### src/rtl/hazard_controller.sv
// Pipeline hazard controller: load-use stalls, branch redirect flushes, operand
// forwarding selects, a RUN/HALTED/STEP debug FSM and saturating perf counters.
module hazard_controller #(
  parameter int ADDR_WIDTH = 5,
  parameter int CNT_WIDTH  = 16
) (
  input  logic                  clk,
  input  logic                  rst,
  input  logic [ADDR_WIDTH-1:0] Rs1_ID,
  input  logic [ADDR_WIDTH-1:0] Rs2_ID,
  input  logic                  uses_rs1_ID,
  input  logic                  uses_rs2_ID,
  input  logic [ADDR_WIDTH-1:0] Rs1_EX,
  input  logic [ADDR_WIDTH-1:0] Rs2_EX,
  input  logic [ADDR_WIDTH-1:0] Rd_EX,
  input  logic [ADDR_WIDTH-1:0] Rd_MEM,
  input  logic [ADDR_WIDTH-1:0] Rd_WB,
  input  logic                  MemRead_EX,
  input  logic                  RegWrite_MEM,
  input  logic                  RegWrite_WB,
  input  logic                  redirect_MEM,
  input  logic                  halt_req,
  input  logic                  step_req,
  input  logic                  resume_req,
  output logic                  pc_en,
  output logic                  if_id_en,
  output logic                  if_id_flush,
  output logic                  id_ex_flush,
  output logic                  ex_mem_flush,
  output logic [1:0]            forward_a,
  output logic [1:0]            forward_b,
  output logic                  halted,
  output logic [CNT_WIDTH-1:0]  stall_count,
  output logic [CNT_WIDTH-1:0]  flush_count
);

  typedef enum logic [1:0] {RUN, HALTED, STEP} state_t;

  state_t               state_q, state_d;
  logic                 halted_q;
  logic [CNT_WIDTH-1:0] stall_q, stall_d, flush_q, flush_d;
  logic                 load_use, stall_applied;

  // MEM wins over WB so the youngest producer's value is used; x0 never forwards.
  function automatic logic [1:0] fwd_sel(input logic [ADDR_WIDTH-1:0] rs,
                                         input logic rw_mem, input logic [ADDR_WIDTH-1:0] rd_mem,
                                         input logic rw_wb,  input logic [ADDR_WIDTH-1:0] rd_wb);
    if (rw_mem && rd_mem != '0 && rd_mem == rs)   return 2'b10;
    else if (rw_wb && rd_wb != '0 && rd_wb == rs) return 2'b01;
    else                                          return 2'b00;
  endfunction

  assign forward_a = fwd_sel(Rs1_EX, RegWrite_MEM, Rd_MEM, RegWrite_WB, Rd_WB);
  assign forward_b = fwd_sel(Rs2_EX, RegWrite_MEM, Rd_MEM, RegWrite_WB, Rd_WB);

  assign load_use = MemRead_EX && (Rd_EX != '0) &&
                    ((uses_rs1_ID && Rd_EX == Rs1_ID) || (uses_rs2_ID && Rd_EX == Rs2_ID));
  assign stall_applied = !redirect_MEM && load_use && (state_q != HALTED);

  always_comb begin
    pc_en        = 1'b1;
    if_id_en     = 1'b1;
    if_id_flush  = 1'b0;
    id_ex_flush  = 1'b0;
    ex_mem_flush = 1'b0;
    if (redirect_MEM) begin
      if_id_flush  = 1'b1;
      id_ex_flush  = 1'b1;
      ex_mem_flush = 1'b1;
    end else if (stall_applied || state_q == HALTED) begin
      // Freeze fetch and inject bubbles so older instructions drain.
      pc_en       = 1'b0;
      if_id_en    = 1'b0;
      id_ex_flush = 1'b1;
    end
  end

  always_comb begin
    state_d = state_q;
    case (state_q)
      RUN:     if (halt_req) state_d = HALTED;
      HALTED:  if (resume_req) state_d = RUN;
               else if (step_req) state_d = STEP;
      STEP:    state_d = resume_req ? RUN : HALTED;
      default: state_d = RUN;
    endcase
  end

  always_comb begin
    stall_d = stall_q;
    flush_d = flush_q;
    if (stall_applied && stall_q != '1) stall_d = stall_q + 1'b1;
    if (redirect_MEM && flush_q != '1)  flush_d = flush_q + 1'b1;
  end

  always_ff @(posedge clk or posedge rst) begin
    if (rst) begin
      state_q  <= RUN;
      halted_q <= 1'b0;
      stall_q  <= '0;
      flush_q  <= '0;
    end else begin
      state_q  <= state_d;
      halted_q <= (state_d == HALTED);
      stall_q  <= stall_d;
      flush_q  <= flush_d;
    end
  end

  assign halted      = halted_q;
  assign stall_count = stall_q;
  assign flush_count = flush_q;

endmodule

### config.mk
export PLATFORM = sky130hd
export DESIGN_NAME = hazard_controller
export DESIGN_NICKNAME = d
export VERILOG_FILES = /design/src/rtl/hazard_controller.sv
export SDC_FILE = /design/constraint.sdc
export NUM_CORES = 1
export LEC_CHECK = 0
export ABC_AREA = 1
export CAP_MARGIN = 20
export CORE_AREA = 8 8 85 87
export CTS_BUF_LIST = sky130_fd_sc_hd__clkbuf_8
export DETAILED_ROUTE_END_ITERATION = 8
export DIE_AREA = 0 0 93 95
export PLACE_DENSITY_LB_ADDON = 0.2
export SYNTH_ARGS = -nofsm -noshare
export SYNTH_HDL_FRONTEND = slang
export SYNTH_SLANG_ARGS = --single-unit
### constraint.sdc
create_clock -name clk -period 2.31 [get_ports clk]
set_input_delay 0.462 -clock clk [delete_from_list [all_inputs] [get_ports clk]]
set_output_delay 0.462 -clock clk [all_outputs]
set_load 0.05 [all_outputs]
==> results of run 1 <==
==> metrics by stage <==
step	setup slack [ns]	total power, mW	area, sq um
6_report	0.06083	2.170	3781
3_5_place_dp	-0.06635	1.685	3595
3_3_place_gp	-0.04492	1.672	3595
4_1_cts	0.003525	2.180	3692
5_1_grt	-0.01485	2.285	3781
2_1_floorplan	-0.2951	1.334	2555
==> final cells by class <==
class	count	area share, %
Clock inverter	1	0.09927
Inverter	43	4.269
Multi-Input combinational cell	267	40.17
Tap cell	75	2.482
Timing Repair Buffer	94	27.27
Clock buffer	7	2.548
Sequential cell	35	23.16
==> worst min path at each step <==
stage,end,cells after the start,startpoint
6_report,flush_count[13],2,flush_count[13]
5_1_grt,flush_count[9],1,flush_count[9]
4_1_cts,flush_count[13],2,flush_count[13]
3_5_place_dp,flush_count[13],2,flush_count[13]
3_3_place_gp,flush_count[2],1,flush_count[2]
2_1_floorplan,state_q[1],1,resume_req
==> cell usage after synthesis <==
master    number  area, sq um
nand2_1      130        488.0
nand4_1        7        43.79
buf_4          3        22.52
dfrtp_1       35        875.8
o21ai_2        3        26.28
nor2_2         3        18.77
and2_4         1        8.760
nor3b_1        1        7.510
nand3b_1       1        7.510
clkinv_1       1        3.750
nand3b_4       1        20.02
nor2_4         3        33.78
buf_6          4        45.04
nand2_4        1        11.26
xnor2_1       21        183.9
nand4_4        1        21.27
inv_1         39        146.4
nand3_2        2        20.02
xor2_1        26        227.7
ha_1           2        25.02
nand3_1       16        80.08
nor3_1         9        45.04
nor4_1         3        18.77
nor2_1        27        101.4
inv_2          3        11.26
o21ai_0        6        30.03
nand2_2        3        18.77
==> worst min-delay path, cell delays in order, from the launching register on <==
cell     delay, ns
dfrtp_1       0.39
nand2_1       0.06
nand2_1       0.04
==> metal layers <==
layer	GRT usage [%]	part of all wire [%]	vias to the layer above
met5	0	0	-
met4	2.819	0.75	0
met3	3.413	6.6	6
met1	21.61	48	1129
li1	-	-	1266
met2	26.09	45	83
==> kinds of logic (layout without fill, tap and decap cells) <==
| family | Yosys count | in the layout | share of synthesized area, % |
|---|---|---|---|
| AND/OR/NAND/NOR | 209 | 209 | 37.16 |
| buffers and inverters | 50 | 145 | 9.006 |
| XOR/XNOR | 47 | 47 | 16.19 |
| flip-flops | 35 | 35 | 34.45 |
| AO/OA/AOI/OAI | 9 | 9 | 2.215 |
| adder cells (fa/ha/maj) | 2 | 2 | 0.9841 |
==> repair_timing <==
| item | 4_1_cts | 5_1_grt |
|---|---|---|
| resized for setup | 9 | 27 |
| hold buffers | 0 | 0 |
| endpoints found under the hold margin | 0 | 0 |
| pin swaps | 3 | 10 |
| endpoints found under the setup margin | 6 | 7 |
==> sequential cells by signal, indices dropped and copies added, names as in the netlist <==
signal	count
stall_count	16
flush_count	16
halted	1
state_q	2
==> layout by cell type (no fill, tap or decap), types with 2 or more instances in the layout <==
master	instances
buf_12	9
buf_4	7
clkbuf_8	7
clkdlybuf4s50_1	62
dfrtp_1	35
dlygate4sd2_1	6
dlymetal6s2s_1	10
ha_1	2
inv_1	39
inv_2	4
nand2_1	126
nand2_2	6
nand2_4	2
nand3_1	15
nand3_2	3
nand4_1	7
nor2_1	21
nor2_2	9
nor2_4	3
nor3_1	8
nor4_4	2
o21ai_0	4
o21ai_2	3
xnor2_1	21
xor2_1	26
==> report_power, final <==
group / total [mW] / switching, mW / internal [mW]
clock: 0.487 / 0.219 / 0.268
combinational: 0.908 / 0.566 / 0.342
sequential: 0.775 / 0.0845 / 0.690
total: 2.17 / 0.870 / 1.30
==> metrics.md, run 1 <==
| Metric | Value |
|---|---|
| Grt ovf | `0` |
| Initial Utilization | `43.72%` |
| Max incr delay on CP | `0.49 ns` |
| Final nets | `494` |
| CTS tree | `built` |
| Final Max Tran Viols | `0` |
| Avg WL per Cell | `13.60 um` |
| Status | `finished clean` |
| Final period utilization | `97.37%` |
| IO buf count | `87` |
| Crit Reg-Reg Endpoint | `flush_count[12]` |
| Area growth from synthesis to layout | `48.72%` |
| Tmin final | `2.249 ns` |
| Vias per cell | `4.759` |
| Row count | `28` |
| DRT antenna net count | `0` |
| Worst-Margin Slew | `0.5219 ns` |
| Die width | `93 um` |
| Root Driver | `clkbuf_8` |
| Critical Path Fanout Max | `3` |
| Die height | `95 um` |
| Drt first-iter violations | `77` |
| Sum of buffers and inverters on the critical path | `2` |
| I/O Pins | `88` |
| Power Density | `573.8 mW/mm^2` |
| Achievable frequency | `0.4446 GHz` |
| Worst Setup SP | `Rd_WB[3]` |
| Max rail drop VDD | `1.087 mV` |
| Crit path launch type | `primary input` |
| WHS | `0.5234 ns` |
| Clk_lat worst skew | `0.28 ns` |
| Htree depth | `2` |
| CTS sink cnt | `35` |
| Number of global-route vias before repair | `2460` |
| Final hold vios | `0` |
| Clock tree buffer depth | `2` |
| Fill count | `496` |
| Number of max-cap violations | `0` |
| Postcts setup bufs | `0` |
| ANT cells | `0` |
| Syn Area/Cell | `7.223 sq um` |
| Share of cells above drive strength 1 | `13.42%` |
| Syn Inst Count | `352` |
| Antenna violations before repair | `0` |
| Clk slew on worst S/H paths | `0.07 ns` |
| Worst setup path end | `forward_a[0]` |
| Highest-delay cell along the critical path | `clkdlybuf4s50_1` |
| R2R cell count | `10` |
| Largest net degree at the start of global routing | `36` |
| Core Area | `0.005816 sq mm` |
| Full die area | `0.008835 sq mm` |
| Final GP Congestion | `0.9102` |
| Final Util | `65.02%` |
| Final Non-Filler Cells | `522` |
| Routed via count | `2484` |
| Register area share after synthesis | `34.45%` |
| Total track usage | `16.07%` |
| Worst EP required | `1.85 ns` |
| Storage element area | `875.8 sq um` |
| Critical path cell sequence | `clkdlybuf4s50_1, xor2_1, nor3_1, nand4_1, nor2_2, buf_12` |
| Leakage power | `1.918 nW` |
| Rel. slew slack | `65.10%` |
| Mapped Nets | `400` |
| First-pass GRT wire length | `11.64 mm` |
| Ys Warns | `0` |
| Clock Skew | `0.002359 ns` |
| Synthesized area | `0.002542 sq mm` |
| Routed wire length | `7.099 mm` |
| Flops & latches, synth | `35` |
| Type of element capturing the critical path | `output pin` |
| Area of the multi-input gates | `0.001519 sq mm` |
| Hold Crit Class | `flip-flop to flip-flop` |
| Number of buffers created by CTS | `5` |
| Netlist cell types | `27` |
| Inst Count DP | `514` |
| Finish-stage setup viols | `0` |
| CP Class | `primary input to output pin` |
| R2R Setup Slk | `0.46 ns` |
| Detailed Routing Iterations Pass 1 | `4` |
| Critical Path AT | `1.79 ns` |
| CP Depth | `6` |
| Setup TNS | `0 ns` |
| DRC violations left | `0` |
| Hpwl dp | `5.530 mm` |
| Worst reg2reg path startpoint | `flush_count[0]` |
| Top delay family on crit path | `buffers and inverters` |
(Power assumes the default switching activity.)
==> run 2, diff against run 1 <==
PLACE_DENSITY = 0.77   (was default)
PLACE_DENSITY_LB_ADDON = default   (was 0.2)
==> metrics.md, run 2 (synthesis results as in run 1) <==
| Metric | Value |
|---|---|
| Row count | `28 (unchanged)` |
| Sequential power share | `35.8% (about the same)` |
| Antenna violations before repair | `0 (unchanged)` |
| Psw | `0.8640 mW (-0.66%)` |
| ANT cells | `0 (unchanged)` |
| Power Density | `570.3 mW/mm^2 (-0.61%)` |
| Core Area | `0.005816 sq mm (unchanged)` |
| Grt ovf | `0 (unchanged)` |
| First-pass GRT wire length | `11.81 mm (+1.5%)` |
| Final Max Tran Viols | `0 (unchanged)` |
| Most frequent cells in the layout | `127 x nand2_1, 54 x clkdlybuf4s50_1, 38 x inv_1` |
| Finish-stage setup viols | `0 (unchanged)` |
| Final hold vios | `0 (unchanged)` |
| Share of cells above drive strength 1 | `12.53% (-0.89 points)` |
| WHS | `0.5166 ns (-0.006752 ns)` |
| Achievable frequency | `0.4470 GHz (+0.55%)` |
| Power after layout | `2.160 mW (-0.45%)` |
| Max rail drop VDD | `0.7618 mV (-30%)` |
| Worst EP required | `1.85 ns (about the same)` |
| Routed wire length | `7.140 mm (+0.58%)` |
| CTS tree | `built` |
| Total track usage | `16.42% (+0.36 points)` |
| Final period utilization | `96.84% (-0.53 points)` |
| Area growth from synthesis to layout | `48.97%` |
| DRC violations left | `0 (unchanged)` |
| Leakage power | `1.999 nW (+4.2%)` |
| Rel. slew slack | `64.51% (-0.58 points)` |
| Final GP Congestion | `0.8581 (-5.7%)` |
| Number of global-route vias before repair | `2487 (+1.1%)` |
| Clk pwr share | `22.3% (-0.2 points)` |
| Number of buffers created by CTS | `5 (unchanged)` |
| Largest net degree at the start of global routing | `36 (unchanged)` |
| Clk slew on worst S/H paths | `0.06 ns (about the same)` |
| Commonest non-fill, non-tap cell in the layout | `nand2_1` |
| Crit path launch type | `primary input` |
| I/O Pins | `88 (unchanged)` |
| Tmin final | `2.237 ns (-0.01227 ns)` |
| Avg WL per Cell | `13.68 um (+0.58%)` |
| DRT antenna net count | `0 (unchanged)` |
| Detailed Routing Iterations Pass 1 | `5 (+1)` |
| Met3 usage | `5.397% (+2.0 points)` |
| Initial Utilization | `43.72% (unchanged)` |
| Comb power frac | `41.8% (about the same)` |
| Final Util | `65.12% (+0.11 points)` |
| Drt first-iter violations | `69 (-10%)` |
| Routing usage on met2 | `26.92% (+0.83 points)` |
| CTS sink cnt | `35 (unchanged)` |
| Type of element capturing the critical path | `output pin` |
| CP Class | `primary input to output pin` |
| Critical Path Fanout Max | `2 (-1)` |
| Worst-Margin Slew | `0.5306 ns (+0.008715 ns)` |
| Clock tree buffer depth | `2 (unchanged)` |
| Root Driver | `clkbuf_8` |
| Clock Skew | `0.006378 ns (+0.004019 ns)` |
| Die height | `95 um (unchanged)` |
| Vias per cell | `4.768 (+0.20%)` |
| Number of max-cap violations | `0 (unchanged)` |
| Hold Buf Count CTS | `0 (unchanged)` |
| Status | `finished clean` |
| Htree depth | `2 (unchanged)` |
| Die width | `93 um (unchanged)` |
| Full die area | `0.008835 sq mm (unchanged)` |
| Routed via count | `2489 (+0.20%)` |
| Final nets | `494 (unchanged)` |
| Hold Crit Class | `flip-flop to flip-flop` |
| GRT met1 Usage | `20.26% (-1.3 points)` |
| Sw Share | `40.00% (-0.083 points)` |
| Total internal power | `1.296 mW (-0.31%)` |
| Hpwl dp | `5.619 mm (+1.6%)` |
| GRT busiest layer | `met2` |
| Clk_lat worst skew | `0.29 ns (about the same)` |
| Critical Path AT | `1.77 ns (-0.02 ns)` |
| IO buf count | `87 (unchanged)` |
run 2: cell count changes in the layout (fill, tap and decap cells not counted), moves of 2 or more:
cell	previous run	this run
nor2_1	21	23
nor2_2	9	7
clkdlybuf4s50_1	62	54
dlymetal6s2s_1	10	19
run 2: path summary, 6_finish.rpt:
path | from | endpoint | slack [ns] | cells after the start
max | Rs1_EX[3] | forward_a[1] | 0.07 | 5
min | flush_count[9] | flush_count[9] | 0.52 | 1
max reg2reg | flush_count[0] | flush_count[5] | 0.34 | 10
min reg2reg | flush_count[9] | flush_count[9] | 0.52 | 1
max in group asynchronous | rst | state_q[1] | 1.41 | 3
min in group asynchronous | rst | flush_count[3] | 0.58 | 3
run 2: routing by layer:
metal / vias up / wire length [um] / share of wire [%]
met5: - / 0 / 0
met2: 76 / 3308 / 46
met3: 6 / 523 / 7.3
met1: 1139 / 3252 / 46
li1: 1268 / - / -
met4: 0 / 55 / 0.77
run 2: through the flow:
step,area (sq um),TNS [ns],worst slack [ns],cells
CTS,3684,0,0.002204,521
global route,3787,-0.01414,-0.01412,522
floorplan,2555,-0.5903,-0.2951,352
finish,3787,0,0.07309,522
detailed placement,3587,-0.3703,-0.09887,513
global placement,3587,-0.1118,-0.05604,513
run 2: area by class of cell:
type                       instances  area [sq um]
sequential                        35         875.8
timing repair buffer              94          1055
fill                             503          2028
multi-input combinational        267          1501
tap                               75         93.84
clock inverter                     1         3.754
clock buffer                       7         96.34
inverter                          43         161.4
run 2: power by group through the flow:
stage | clock network (mW) | registers, mW | logic, mW
CTS | 0.499 | 0.776 | 0.901
global placement | 0 | 0.782 | 0.886
floorplan | 0 | 1.03 | 0.304
finish | 0.483 | 0.774 | 0.903
detailed placement | 0 | 0.784 | 0.899
global route | 0.525 | 0.787 | 0.974
run 2: timing repair:
action | in CTS | in global routing
gates resized for setup | 7 | 32
cloned | 0 | 0
pin swaps | 1 | 14
setup buffers | 0 | 1
endpoints found under the setup margin | 6 | 7
run 2: worst max-delay path: stages:
cell	delay [ns]
clkdlybuf4s50_1	0.47
xor2_1	0.20
nor4_4	0.34
buf_4	0.17
buf_12	0.12
==> run 3, diff against run 2 <==
CTS_CLUSTER_SIZE = 24   (was default)
clock period = 2.7 ns   (was 2.31 ns; I/O delays follow)
==> metrics.md, run 3 (synthesis results as in run 1) <==
| Metric | Value |
|---|---|
| Final GP Congestion | `0.8362 (-2.6%)` |
| CTS tree | `built` |
| Hpwl dp | `5.499 mm (-2.1%)` |
| Top delay family on crit path | `buffers and inverters` |
| CP Class | `primary input to output pin` |
| Share of cells above drive strength 1 | `9.910% (-2.6 points)` |
| Full die area | `0.008835 sq mm (unchanged)` |
| Power after layout | `1.834 mW (-15%)` |
| Number of global-route vias before repair | `2422 (-2.6%)` |
| Drt first-iter violations | `60 (-13%)` |
| Vias per cell | `4.726 (-0.88%)` |
| Antenna violations before repair | `0 (unchanged)` |
| Hold Crit Class | `flip-flop to flip-flop` |
| Post-route setup slack | `0.1610 ns (+0.08790 ns)` |
| Final Non-Filler Cells | `519 (-0.57%)` |
| I/O Pins | `88 (unchanged)` |
| Core Area | `0.005816 sq mm (unchanged)` |
| Final hold vios | `0 (unchanged)` |
| Initial Utilization | `43.72% (unchanged)` |
| Grt ovf | `0 (unchanged)` |
| Crit path launch type | `primary input` |
| Htree depth | `2 (unchanged)` |
| Clock Skew | `0.008193 ns (+0.001815 ns)` |
| Routed wire length | `6.940 mm (-2.8%)` |
| Clk_lat worst skew | `0.28 ns (about the same)` |
| Most frequent CP cell | `nand2_1` |
| Most frequent cells in the layout | `129 x nand2_1, 78 x clkdlybuf4s50_1, 40 x inv_1` |
| DRT antenna net count | `0 (unchanged)` |
| DRC violations left | `0 (unchanged)` |
| Tmin final | `2.539 ns` |
| Worst EP required | `2.16 ns (+0.31 ns)` |
| Avg WL per Cell | `13.37 um (-2.2%)` |
| Worst-Margin Slew | `0.5378 ns (+0.007221 ns)` |
| Leakage power | `1.781 nW (-11%)` |
| Final period utilization | `94.04%` |
| Number of max-cap violations | `0 (unchanged)` |
| Commonest non-fill, non-tap cell in the layout | `nand2_1` |
| Die width | `93 um (unchanged)` |
| Total track usage | `16.16% (-0.27 points)` |
| Number of buffers created by CTS | `5 (unchanged)` |
| Status | `finished clean` |
| Critical Path AT | `2.00 ns (+0.23 ns)` |
| Clock tree buffer depth | `2 (unchanged)` |
| Die height | `95 um (unchanged)` |
| Hold Buf Count CTS | `0 (unchanged)` |
| Clk slew on worst S/H paths | `0.06 ns (about the same)` |
| Pre-CTS setup slack | `0.09975 ns (+0.1986 ns)` |
| Final Max Tran Viols | `0 (unchanged)` |
| ANT cells | `0 (unchanged)` |
| Routed via count | `2453 (-1.4%)` |
| IO buf count | `87 (unchanged)` |
| RSZ-0062 raised after global routing | `false` |
| Row count | `28 (unchanged)` |
| Rel. slew slack | `64.03% (-0.48 points)` |
| Final nets | `491 (-0.61%)` |
| Root Driver | `clkbuf_8` |
| CTS sink cnt | `35 (unchanged)` |
| Max incr delay on CP | `0.52 ns (+0.05 ns)` |
| Type of element capturing the critical path | `output pin` |
| Critical path cell sequence | `clkdlybuf4s50_1, inv_1, nand2_1, nand2_1, nor2_1, nand3_1, nand2_2, nand2_1, nand2_1, nand2_2, buf_12` |
| Achievable frequency | `0.3939 GHz` |
| Power Density | `502.6 mW/mm^2 (-12%)` |
| Sum of buffers and inverters on the critical path | `3 (unchanged)` |
| Highest-delay cell along the critical path | `clkdlybuf4s50_1` |
| First-pass GRT wire length | `11.57 mm (-2.0%)` |
| Inst Count DP | `511 (-0.39%)` |
| Detailed Routing Iterations Pass 1 | `4 (-1)` |
| Area growth from synthesis to layout | `43.55%` |
| Finish-stage setup viols | `0 (unchanged)` |
| Critical Path Fanout Max | `3 (+1)` |
| Largest net degree at the start of global routing | `36 (unchanged)` |
| Max rail drop VDD | `0.5925 mV (-22%)` |
| Postcts setup bufs | `0 (unchanged)` |
[run 3: cell count changes in the layout (fill, tap and decap cells not counted), sizes merged]
cell,previous run,this run
clkdlybuf4s50,54,78
dlymetal6s2s,19,0
dlygate4sd2,5,0
buf,16,13
[run 3: path summary, 6_finish.rpt]
kind	startpoint	to	slack, ns	cells after the start
min	flush_count[9]	flush_count[9]	0.52	1
min reg2reg	flush_count[9]	flush_count[9]	0.52	1
min in group asynchronous	rst	flush_count[0]	0.65	3
max	Rd_EX[4]	if_id_en	0.16	11
max in group asynchronous	rst	state_q[1]	1.75	3
max reg2reg	flush_count[0]	flush_count[5]	0.73	10
[run 3: layout make-up]
cell class | count | area (sq um)
fillers | 542 | 2166
multi-input cells | 267 | 1453
repair buffers | 91 | 965.9
flip-flops and latches | 35 | 875.8
inverters | 43 | 161.4
clock buffers | 7 | 96.34
well taps | 75 | 93.84
clock inverters | 1 | 3.754
[run 3: where the power goes]
part,switching (mW),total (mW),internal [mW]
clock,0.182,0.411,0.229
sequential,0.0727,0.664,0.591
combinational,0.474,0.760,0.286
[run 3: what timing repair did]
item,CTS,global route
endpoints found under the hold margin,0,0
resized for setup,0,1
setup endpoints to repair,0,2
[run 3: per-stage QoR]
step | instance area (sq um) | util, % | TNS, ns | hold WS [ns]
finish | 3650 | 62.76 | 0 | 0.5244
global route | 3650 | 62.76 | 0 | 0.5319
detailed placement | 3547 | 60.99 | 0 | 0.5076
CTS | 3647 | 62.72 | 0 | 0.5243
floorplan | 2555 | - | -0.1223 | 0.5386
global placement | 3547 | 60.99 | 0 | 0.5052
[run 3: routing by layer]
layer  global-route usage [%]  part of all wire [%]  vias to the layer above  routed length, um
met4                    5.101                   1.4                        0                 95
met5                        0                     0                        -                  0
met1                    20.49                    48                     1118               3341
met2                    25.62                    44                       65               3068
met3                    5.000                   6.3                        8                434
li1                         -                     -                     1262                  -
